**src/rtl/noc_router_pkg.sv**
```systemverilog
// Shared port indices, flit header layout and XY route helper for the mesh routers.
package noc_router_pkg;

    localparam int NUM_PORTS = 5;

    localparam logic [2:0] P_N = 3'd0;
    localparam logic [2:0] P_S = 3'd1;
    localparam logic [2:0] P_E = 3'd2;
    localparam logic [2:0] P_W = 3'd3;
    localparam logic [2:0] P_L = 3'd4;

    localparam int DEST_X_MSB = 7;
    localparam int DEST_X_LSB = 4;
    localparam int DEST_Y_MSB = 3;
    localparam int DEST_Y_LSB = 0;

    // Dimension-order routing: resolve X fully before Y.
    function automatic logic [2:0] xy_route(input logic [3:0] destx, input logic [3:0] desty,
                                            input logic [3:0] x, input logic [3:0] y);
        if (destx > x) return P_E;
        if (destx < x) return P_W;
        if (desty > y) return P_N;
        if (desty < y) return P_S;
        return P_L;
    endfunction

endpackage

```
**src/rtl/router_in_fifo.sv**
```systemverilog
// Per-input flit buffer: circular store with wrap-bit pointers; a pop frees room for a same-cycle write.
module router_in_fifo #(
    parameter int DATA_W     = 16,
    parameter int FIFO_DEPTH = 4
) (
    input  logic              clk,
    input  logic              rst,
    input  logic              wr_en,
    input  logic [DATA_W-1:0] wr_data,
    input  logic              rd_en,
    output logic [DATA_W-1:0] head,
    output logic              empty,
    output logic              full,
    output logic              overflow
);
    localparam int AW = $clog2(FIFO_DEPTH);

    logic [DATA_W-1:0] mem [FIFO_DEPTH];
    logic [AW:0]       wr_ptr;
    logic [AW:0]       rd_ptr;
    logic              do_rd;
    logic              do_wr;

    assign empty    = (wr_ptr == rd_ptr);
    assign full     = (wr_ptr[AW] != rd_ptr[AW]) && (wr_ptr[AW-1:0] == rd_ptr[AW-1:0]);
    assign do_rd    = rd_en && !empty;
    assign do_wr    = wr_en && (!full || do_rd);
    assign overflow = wr_en && full && !do_rd;
    assign head     = mem[rd_ptr[AW-1:0]];

    always_ff @(posedge clk or posedge rst) begin
        if (rst) begin
            wr_ptr <= '0;
            rd_ptr <= '0;
        end else begin
            if (do_wr) wr_ptr <= wr_ptr + (AW+1)'(1);
            if (do_rd) rd_ptr <= rd_ptr + (AW+1)'(1);
        end
    end

    // NOTE: storage is not reset; the pointers alone decide which entries are valid.
    always_ff @(posedge clk) begin
        if (do_wr) mem[wr_ptr[AW-1:0]] <= wr_data;
    end

endmodule

```
**src/rtl/mesh_router_param.sv**
```systemverilog
// Five-port XY mesh router with presence mask, per-output round robin and credit flow control.
// Optional per-output flit counters are enabled by defining ROUTER_STATS_EN.
module mesh_router_param
    import noc_router_pkg::*;
#(
    parameter int         XCOORD     = 0,
    parameter int         YCOORD     = 0,
    parameter int         DATA_W     = 16,
    parameter int         FIFO_DEPTH = 4,
    parameter logic [4:0] PORT_MASK  = 5'b11111
) (
    input  logic                          clk,
    input  logic                          rst,
    input  logic [NUM_PORTS*DATA_W-1:0]   in_data,
    input  logic [NUM_PORTS-1:0]          in_valid,
    output logic [NUM_PORTS-1:0]          in_credit_o,
    output logic [NUM_PORTS*DATA_W-1:0]   out_data,
    output logic [NUM_PORTS-1:0]          out_valid,
    input  logic [NUM_PORTS-1:0]          out_credit_i,
    output logic [1:0]                    err_o
`ifdef ROUTER_STATS_EN
    ,
    output logic [NUM_PORTS*16-1:0]       stat_flits_o
`endif
);
    localparam int CW = $clog2(FIFO_DEPTH + 1);

    logic [DATA_W-1:0]    head      [NUM_PORTS];
    logic [NUM_PORTS-1:0] empty;
    logic [NUM_PORTS-1:0] ovf;
    logic [NUM_PORTS-1:0] unused_full;
    logic [2:0]           route     [NUM_PORTS];
    logic [NUM_PORTS-1:0] drop;
    logic [NUM_PORTS-1:0] pop;
    logic [NUM_PORTS-1:0] gnt       [NUM_PORTS];
    logic [NUM_PORTS-1:0] send;
    logic [DATA_W-1:0]    send_data [NUM_PORTS];
    logic [CW-1:0]        credit    [NUM_PORTS];
    logic [2:0]           ptr       [NUM_PORTS];
    logic [2:0]           ptr_next  [NUM_PORTS];

    for (genvar p = 0; p < NUM_PORTS; p++) begin : g_port
        if (PORT_MASK[p]) begin : g_fifo
            router_in_fifo #(
                .DATA_W     (DATA_W),
                .FIFO_DEPTH (FIFO_DEPTH)
            ) u_fifo (
                .clk      (clk),
                .rst      (rst),
                .wr_en    (in_valid[p]),
                .wr_data  (in_data[p*DATA_W +: DATA_W]),
                .rd_en    (pop[p]),
                .head     (head[p]),
                .empty    (empty[p]),
                .full     (unused_full[p]),
                .overflow (ovf[p])
            );
        end else begin : g_absent
            assign head[p]        = '0;
            assign empty[p]       = 1'b1;
            assign unused_full[p] = 1'b0;
            assign ovf[p]         = 1'b0;
        end
    end

    // Heads routed to an absent port, or turned back where they came from, are discarded.
    always_comb begin
        for (int p = 0; p < NUM_PORTS; p++) begin
            route[p] = xy_route(head[p][DEST_X_MSB:DEST_X_LSB], head[p][DEST_Y_MSB:DEST_Y_LSB],
                                4'(XCOORD), 4'(YCOORD));
            drop[p]  = !empty[p] && (!PORT_MASK[route[p]] || (route[p] == 3'(p) && 3'(p) != P_L));
        end
    end

    // NOTE: every combinational output gets a default before the search loop, so no latches form.
    always_comb begin
        int idx;
        idx = 0;
        for (int q = 0; q < NUM_PORTS; q++) begin
            gnt[q]      = '0;
            ptr_next[q] = ptr[q];
        end
        for (int q = 0; q < NUM_PORTS; q++) begin
            if (PORT_MASK[q] && credit[q] != '0) begin
                for (int k = 0; k < NUM_PORTS; k++) begin
                    idx = int'(ptr[q]) + k;
                    if (idx >= NUM_PORTS) idx = idx - NUM_PORTS;
                    if (gnt[q] == '0 && !empty[idx] && !drop[idx] && route[idx] == 3'(q)) begin
                        gnt[q][idx] = 1'b1;
                        ptr_next[q] = (idx == NUM_PORTS - 1) ? 3'd0 : 3'(idx + 1);
                    end
                end
            end
        end
    end

    always_comb begin
        pop = drop;
        for (int q = 0; q < NUM_PORTS; q++) begin
            send[q]      = |gnt[q];
            send_data[q] = '0;
            for (int g = 0; g < NUM_PORTS; g++) begin
                if (gnt[q][g]) send_data[q] = head[g];
                pop[g] = pop[g] | gnt[q][g];
            end
        end
    end

    always_ff @(posedge clk or posedge rst) begin
        if (rst) begin
            out_valid   <= '0;
            out_data    <= '0;
            in_credit_o <= '0;
            err_o       <= '0;
            for (int q = 0; q < NUM_PORTS; q++) begin
                credit[q] <= CW'(FIFO_DEPTH);
                ptr[q]    <= '0;
            end
        end else begin
            out_valid   <= send & PORT_MASK;
            in_credit_o <= pop & PORT_MASK;
            err_o       <= err_o | {|drop, |ovf};
            for (int q = 0; q < NUM_PORTS; q++) begin
                if (send[q]) out_data[q*DATA_W +: DATA_W] <= send_data[q];
                ptr[q] <= ptr_next[q];
                if (PORT_MASK[q]) begin
                    if (send[q] && !out_credit_i[q])
                        credit[q] <= credit[q] - CW'(1);
                    else if (!send[q] && out_credit_i[q] && credit[q] != CW'(FIFO_DEPTH))
                        credit[q] <= credit[q] + CW'(1);
                end
            end
        end
    end

`ifdef ROUTER_STATS_EN
    logic [15:0] stat_cnt [NUM_PORTS];

    always_ff @(posedge clk or posedge rst) begin
        if (rst) begin
            for (int q = 0; q < NUM_PORTS; q++) stat_cnt[q] <= '0;
        end else begin
            for (int q = 0; q < NUM_PORTS; q++)
                if (out_valid[q] && stat_cnt[q] != 16'hFFFF) stat_cnt[q] <= stat_cnt[q] + 16'd1;
        end
    end

    always_comb begin
        for (int q = 0; q < NUM_PORTS; q++) stat_flits_o[q*16 +: 16] = stat_cnt[q];
    end
`endif

endmodule

```
**config.mk**
```make
export PLATFORM = sky130hd
export DESIGN_NAME = mesh_router_param
export DESIGN_NICKNAME = d
export VERILOG_FILES = /design/src/rtl/noc_router_pkg.sv /design/src/rtl/router_in_fifo.sv /design/src/rtl/mesh_router_param.sv
export SDC_FILE = /design/constraint.sdc
export NUM_CORES = 1
export LEC_CHECK = 0
export BUFFER_PORTS_ARGS = -buffer_cell sky130_fd_sc_hd__buf_2
export CAP_MARGIN = 20
export CORE_ASPECT_RATIO = 0.9
export CORE_MARGIN = 2
export CORE_UTILIZATION = 58
export CTS_CLUSTER_SIZE = 24
export DETAILED_ROUTE_END_ITERATION = 8
export GPL_TIMING_DRIVEN = 0
export PLACE_DENSITY = 0.77
export SLEW_MARGIN = 30
export SYNTH_ARGS = -nofsm -noshare
export SYNTH_HDL_FRONTEND = slang
export SYNTH_SLANG_ARGS = --single-unit
```
**constraint.sdc**
```tcl
create_clock -name clk -period 7.17 [get_ports clk]
set_clock_uncertainty 0.05 [all_clocks]
set_input_delay 1.434 -clock clk [delete_from_list [all_inputs] [get_ports clk]]
set_output_delay 1.434 -clock clk [all_outputs]
set_load 0.1 [all_outputs]
```
* Yosys cells after proc, flatten, opt, wreduce, memory -nomap -nowiden *
Memory sizes are Yosys's and may differ from the RTL's.
Cells that the tools add are included.

operators by class
  add/sub/neg operators = 90
  bitwise operators = 71
  order comparisons = 125
  muxes and demuxes = 565
  reduce and logical (&&, ||, !) cells = 282
  equality and inequality tests = 68

operators with widths
  cell                                                                 count
  two-way mux 32 bit                                                   50
  equality test 32 x 4 -> 1 bit (second input constant)                25
  greater-or-equal comparator 32 x 1 -> 1 bit (second input constant)  25
  greater-or-equal comparator 32 x 4 -> 1 bit (second input constant)  25
  < comparator 32 x 5 -> 1 bit (second input constant)                 25
  NOT 32 bit                                                           25
  two-way mux 3 bit                                                    150
  two-way mux 16 bit                                                   25
  two-way mux 5 bit                                                    50
  binary-select mux 3 bit (select 3 bit)                               25
  two-way mux 1 bit                                                    190
  binary-select mux 1 bit (select 3 bit)                               50
  logical AND 1 bit                                                    140
  zero test 5 bit                                                      20
  OR 5 bit                                                             20
  subtractor 4 x 3 -> 5 bit (second input constant)                    20
  greater-or-equal comparator 4 x 3 -> 1 bit (second input constant)   20
  zero test 1 bit                                                      80
  adder 3 x 2 -> 3 bit (second input constant)                         25
  demux 1 bit (select 3 bit)                                           25
  adder 3 x 1 -> 3 bit (second input constant)                         15
  adder 3 x 2 -> 4 bit (second input constant)                         10
  greater-than comparator 4 x 1 -> 1 bit (second input constant)       10
  < comparator 4 x 1 -> 1 bit (second input constant)                  10
  22 further kinds                                                     141

word-level totals
  memory bits (writable) = 320
  logic and storage cells = 1239
  flip-flop bits (word level) = 152
  memories = 10
  input port bits = 92
  memory bits (read-only) = 40

memories
  name                         words  bits a word  rd ports  clocked after memory_dff  wr ports  RTL line                 RTL
  g_port[0].g_fifo.u_fifo.mem  4      16           1         0                         1         router_in_fifo.sv:18     logic [DATA_W-1:0] mem [FIFO_DEPTH];
  g_port[1].g_fifo.u_fifo.mem  4      16           1         0                         1         router_in_fifo.sv:18
  g_port[2].g_fifo.u_fifo.mem  4      16           1         0                         1         router_in_fifo.sv:18
  g_port[3].g_fifo.u_fifo.mem  4      16           1         0                         1         router_in_fifo.sv:18
  g_port[4].g_fifo.u_fifo.mem  4      16           1         0                         1         router_in_fifo.sv:18
  (name not given)             8      1            1         0                         0         mesh_router_param.sv:71  drop[p] = !empty[p] && (!PORT_MASK[route[p]] || (route[p] == 3'(p) && 3'(p) != P_L));
  +4 memories                  -      -            -         -                         -         -

* Depth between registers and ports, before layout *
An unclocked memory read counts as a cell.

  depth in word-level cells = 60
  mapped depth = 27
  gate-level depth less buffers = 23

* Modules after synthesis *
Synthesis repeated with hierarchy kept, for this count alone.

unflattened totals
  cell total of the unflattened synthesis = 2169
  area, all modules = 25107.8 µm²

by module, submodules not included
  module             times used  seq. area each (µm²)  cells an instance  area an instance (µm²)
  router_in_fifo     5           2072.0                127                2783.9
  mesh_router_param  1           1905.6                1534               11188.2

* Worst setup path after synthesis *
Ideal clock, no wire load.

  kind = register -> register
  from = register ptr[6] (netlist bit)
  to = register credit[8] (netlist bit)
  cell stages (with the launch flop) = 25
  data required time = 7.022 ns
  arrival = 6.279 ns
  setup time = 0.098 ns
  clock period less this slack = 6.427 ns
  path slack = 0.743 ns
  cells stage by stage = dfrtp_1 > clkbuf_1 > inv_1 > ha_1 > inv_1 > ha_1 > a21oi_1 > mux2i_1 > nor2_1 > a221o_1 > a2111oi_0 > a311o_1 > a41oi_1 > a2111oi_0 > nand2b_1 > o32ai_1 > a211o_1 > or3_1 > clkbuf_1 > nand2_1 > fa_1 > inv_1 > o2111ai_1 > a2111oi_0 > a211oi_1

between the ends
  cells in the longest elaborated chain, start to end = 40

RTL lines
  element                                                                               RTL line                  RTL
  from (decl)                                                                           mesh_router_param.sv:39   logic [2:0] ptr [NUM_PORTS];
  from (signal, indexed assignment)                                                     mesh_router_param.sv:125  ptr[q] <= ptr_next[q];
  branches (longest 33 deep; another with greater-or-equal comparator 32 x 1 -> 1 bit)  -
  two-way mux 5 bit *                                                                   mesh_router_param.sv:88   if (gnt[q] == '0 && !empty[idx] && !drop[idx] && route[idx] == 3'(q)) begin
  two-way mux 5 bit *                                                                   mesh_router_param.sv:84   if (PORT_MASK[q] && credit[q] != '0) begin
  OR reduction 5 bit *                                                                  mesh_router_param.sv:100  send[q] = |gnt[q];
  named net send[2]                                                                     mesh_router_param.sv:36   logic [NUM_PORTS-1:0] send;
  zero test 1 bit                                                                       mesh_router_param.sv:129  else if (!send[q] && out_credit_i[q] && credit[q] != CW'(FIFO_DEPTH))
  logical AND 1 bit (2 in a row)                                                        mesh_router_param.sv:129
  nonzero test 2 bit (no line)                                                          -
  to (signal, indexed assignment)                                                       mesh_router_param.sv:116  credit[q] <= CW'(FIFO_DEPTH);
  to (signal, indexed assignment)                                                       mesh_router_param.sv:128  credit[q] <= credit[q] - CW'(1);
  to (signal, indexed assignment)                                                       mesh_router_param.sv:130  credit[q] <= credit[q] + CW'(1);
  to (decl)                                                                             mesh_router_param.sv:38   logic [CW-1:0] credit [NUM_PORTS];

Mark *: on every way through the listed nets, which the timed path passes. The select of a mux whose other input is x is not followed.
A chain may end at the register's enable or synchronous reset.

* Worst setup path after layout *
  from = register g_port[3].g_fifo.u_fifo.rd_ptr[1]
  to = register credit[8] (netlist bit)

between the ends
  cells in the longest elaborated chain, start to end = 52

RTL lines
  element                         RTL line                  RTL
  from (decl)                     router_in_fifo.sv:20      logic [AW:0] rd_ptr;
  from (signal assigned)          router_in_fifo.sv:37      if (do_rd) rd_ptr <= rd_ptr + (AW+1)'(1);
  memory (4 x 16 bit)             -
  < comparator 4 x 1 -> 1 bit     noc_router_pkg.sv:23      if (desty < y) return P_S;
  two-way mux 1 bit (2 in a row)  noc_router_pkg.sv:23
  two-way mux 1 bit               noc_router_pkg.sv:22      if (desty > y) return P_N;
  two-way mux 1 bit               noc_router_pkg.sv:21      if (destx < x) return P_W;
  two-way mux 3 bit               noc_router_pkg.sv:24      return P_L;
  two-way mux 3 bit               noc_router_pkg.sv:23
  two-way mux 3 bit               noc_router_pkg.sv:22
  (+33 left out)                  -
  logical AND 1 bit (3 in a row)  mesh_router_param.sv:88
  two-way mux 5 bit *             mesh_router_param.sv:88
  two-way mux 5 bit *             mesh_router_param.sv:84
  OR reduction 5 bit *            mesh_router_param.sv:100
  named net send[2]               mesh_router_param.sv:36
  zero test 1 bit                 mesh_router_param.sv:129
  logical AND 1 bit (2 in a row)  mesh_router_param.sv:129
  nonzero test 2 bit (no line)    -

The timed path passes the listed nets; every way through them passes the cells marked *. The select of a mux whose other input is x is not followed.

==> qor.yml <==
nets: 2471
dp_hpwl_um: 53730
status: "finished, final reports clean"
vias: 19230
worst_slew_pin_slew_ns: 0.9823
crit_required_ns: 7.56
clkLatencyLatePin_ns: 0.56
critPathKind: "reg2reg"
synth_edf_count: 320
synthFlopType: "edfxtp_1"
report.final.slew_viol_count: 0
crit_chain: "clkbuf_1, buf_2, xor2_1, nor3_1, clkbuf_1, nor2_1, a311oi_1, a311o_1, nor3_1, a41o_1, a2111oi_2, nand2b_1, o22ai_1, nand2b_2, or3_1, clkbuf_2, nand2_1, fa_1, inv_1, o2111ai_1, a2111oi_0, a211oi_1"
worstPathMaxFanout: 10
track_usage_pct: 33.65
root_buffer: "clkbuf_16"
die-area_mm2: 0.04341
cap_violations: 0
cts_buffers: 43
holdCritPathClass: "reg2reg"
yosys_warnings: 0
synth.distinct_cells: 105
ys_top_cells_by_area: "edfxtp_1 (40%), dfrtp_1 (11%), mux4_2 (7.1%), ha_1 (4.9%), nand2_1 (2.4%)"
mostFrequentLayoutCell: "edfxtp_1"
grt_first_pass_wirelength_um: 109700
avgSynthCellArea_um2: 11.84
relSlewSlack_pct: 33.82
dr.pass1.iters: 7
cp.buffers_inverters: 5
htreeDepth: 2
place_congestion: 1.005
grt_setup_unrepaired: "yes"
async_flop_share_pct: 24.88
crit_path_end_kind: "flip-flop"
ant_nets: 0
core.rowCount: 71
hold_slack_ns: 0.4310
vias_per_cell: 6.717
ios: 184
drt_iter0_drc: 2316
clkSinkCount: 426
cts_tree: "built"
grt_max_degree: 78
syn-instance-count: 2045
die_x_um: 219.4
yosys.area.top_type: "edfxtp_1"
antenna_found_initial: 5
nFillCells: 2986
wl_per_cell_um: 25.83
totalWireLength_um: 73940
synth_top_area_share_pct: 39.68
cpMaxStageDelayCell: "nor3_1"
post-route-period-util_pct: 99.79
final_cell_mix: "edfxtp_1 (320), buf_2 (169), nand2_1 (156)"
worst_slack_ns: 0.01503
ys_ff_latch: 426
pre_cts_ws_ns: -1.210
netlist_area_mm2: 0.02422
drive_above_1_share_pct: 20.96
finalSetupViolations: 0
holdBufCountCts: 0
worst_setup_path_start_kind: "flip-flop"
arrival_ns: 7.55
clk_pin_slew_worst_paths_ns: 0.06
fp.dieH_um: 197.9
initial_core_util_pct: 58.38
fmax_mhz: 139.8
synth-seq-area-share_pct: 50.65
hold_violations: 0
grt-ovfl-total: 0
crit_family: "compound AO/OA/AOI/OAI gates"
core-area_mm2: 0.04149
min_period_ns: 7.155
port_buffers: 146
grt_pass1_vias: 18390
syn_to_final_growth_pct: 14.27
fin_setup_tns_ns: 0
drc: 0
slowest_delay_ns: 0.65
cts_buffer_depth: 3
-- worst paths after layout --
check	start	to	slack, ns	depth (start not counted)
worst max-delay path	g_port[3].g_fifo.u_fifo.rd_ptr[1]$_DFFE_PP0P_	credit[8]$_DFFE_PP1P_	0.02	22
min in group asynchronous	rst	ptr[2]$_DFFE_PP0P_	0.77	2
worst min register to register	out_data[71]$_DFFE_PP0P_	out_data[71]$_DFFE_PP0P_	0.43	1
worst min-delay path	out_data[71]$_DFFE_PP0P_	out_data[71]$_DFFE_PP0P_	0.43	1
max in group asynchronous	rst	g_port[4].g_fifo.u_fifo.rd_ptr[0]$_DFFE_PP0P_	5.58	3
worst max register to register	g_port[3].g_fifo.u_fifo.rd_ptr[1]$_DFFE_PP0P_	credit[8]$_DFFE_PP1P_	0.02	22
-- Yosys cell counts (all sizes together) (49+ instances only) --
| library cell | n |
|---|---|
| inv | 103 |
| mux4 | 76 |
| nand2 | 157 |
| ha | 94 |
| clkbuf | 58 |
| buf | 68 |
| edfxtp | 320 |
| nor2 | 99 |
| a21oi | 102 |
| dfrtp | 103 |
| o21ai | 76 |
| nor3 | 49 |
-- metal layers --
metal  vias up  GRT usage, %  part of all wire (%)
met4         6         14.86                   4.6
met2      1121         53.58                    47
li1       8402             -                     -
met1      9493         45.21                    39
met5         -             0                 0.047
met3       209         6.467                   9.2
-- flip-flops by register name (all words and copies together) (netlist names) --
name and flops:
credit 9, ptr 9, g_port.g_fifo.u_fifo.rd_ptr 15, out_valid 3, g_port.g_fifo.u_fifo.wr_ptr 15, err_o 2, out_data 48, g_port.g_fifo.u_fifo.mem 320
in_credit_o 5
-- timing repair --
item | 4_1_cts | 5_1_grt
resized for setup | 35 | 36
hold endpoints to repair | 0 | 0
pin swaps | 1 | 5
setup buffers | 1 | 8
endpoints found under the setup margin | 347 | 335
-- layout make-up --
cell class	count	area [um^2]	area share, %
inverter	107	420.4	1.519
clock inverter	17	237.7	0.8590
timing repair buffer	158	860.8	3.110
buffer	124	640.6	2.315
sequential	426	12270	44.34
clock buffer	63	1234	4.458
tap	547	684.4	2.473
multi-input combinational	1419	11320	40.91
antenna	2	5.005	0.01808
-- per-stage QoR --
stage	utilization (%)	cells	instance area [um^2]
5_1_grt	66.70	2862	27670
3_3_place_gp	62.09	2771	25760
6_report	66.71	2863	27680
4_1_cts	66.22	2854	27470
3_5_place_dp	62.37	2774	25870
2_1_floorplan	-	2078	24340
-- kinds of logic (layout without fill, tap and decap cells) --
group,Yosys count,in the layout,synth area share (%)
AOI/OAI and AO/OA,526,526,15.86
xor gates and xnor gates,49,49,1.772
adders and majority gates,100,100,5.352
buffers and inverters,233,469,4.273
DFF,426,426,50.65
muxes,135,135,9.630
other,1,36,0.01548
and+or+nand+nor,575,575,12.45
Power is left out: the tool's default activity adds up to more than one toggle a clock period on the data nets, which glitch-free logic cannot reach.
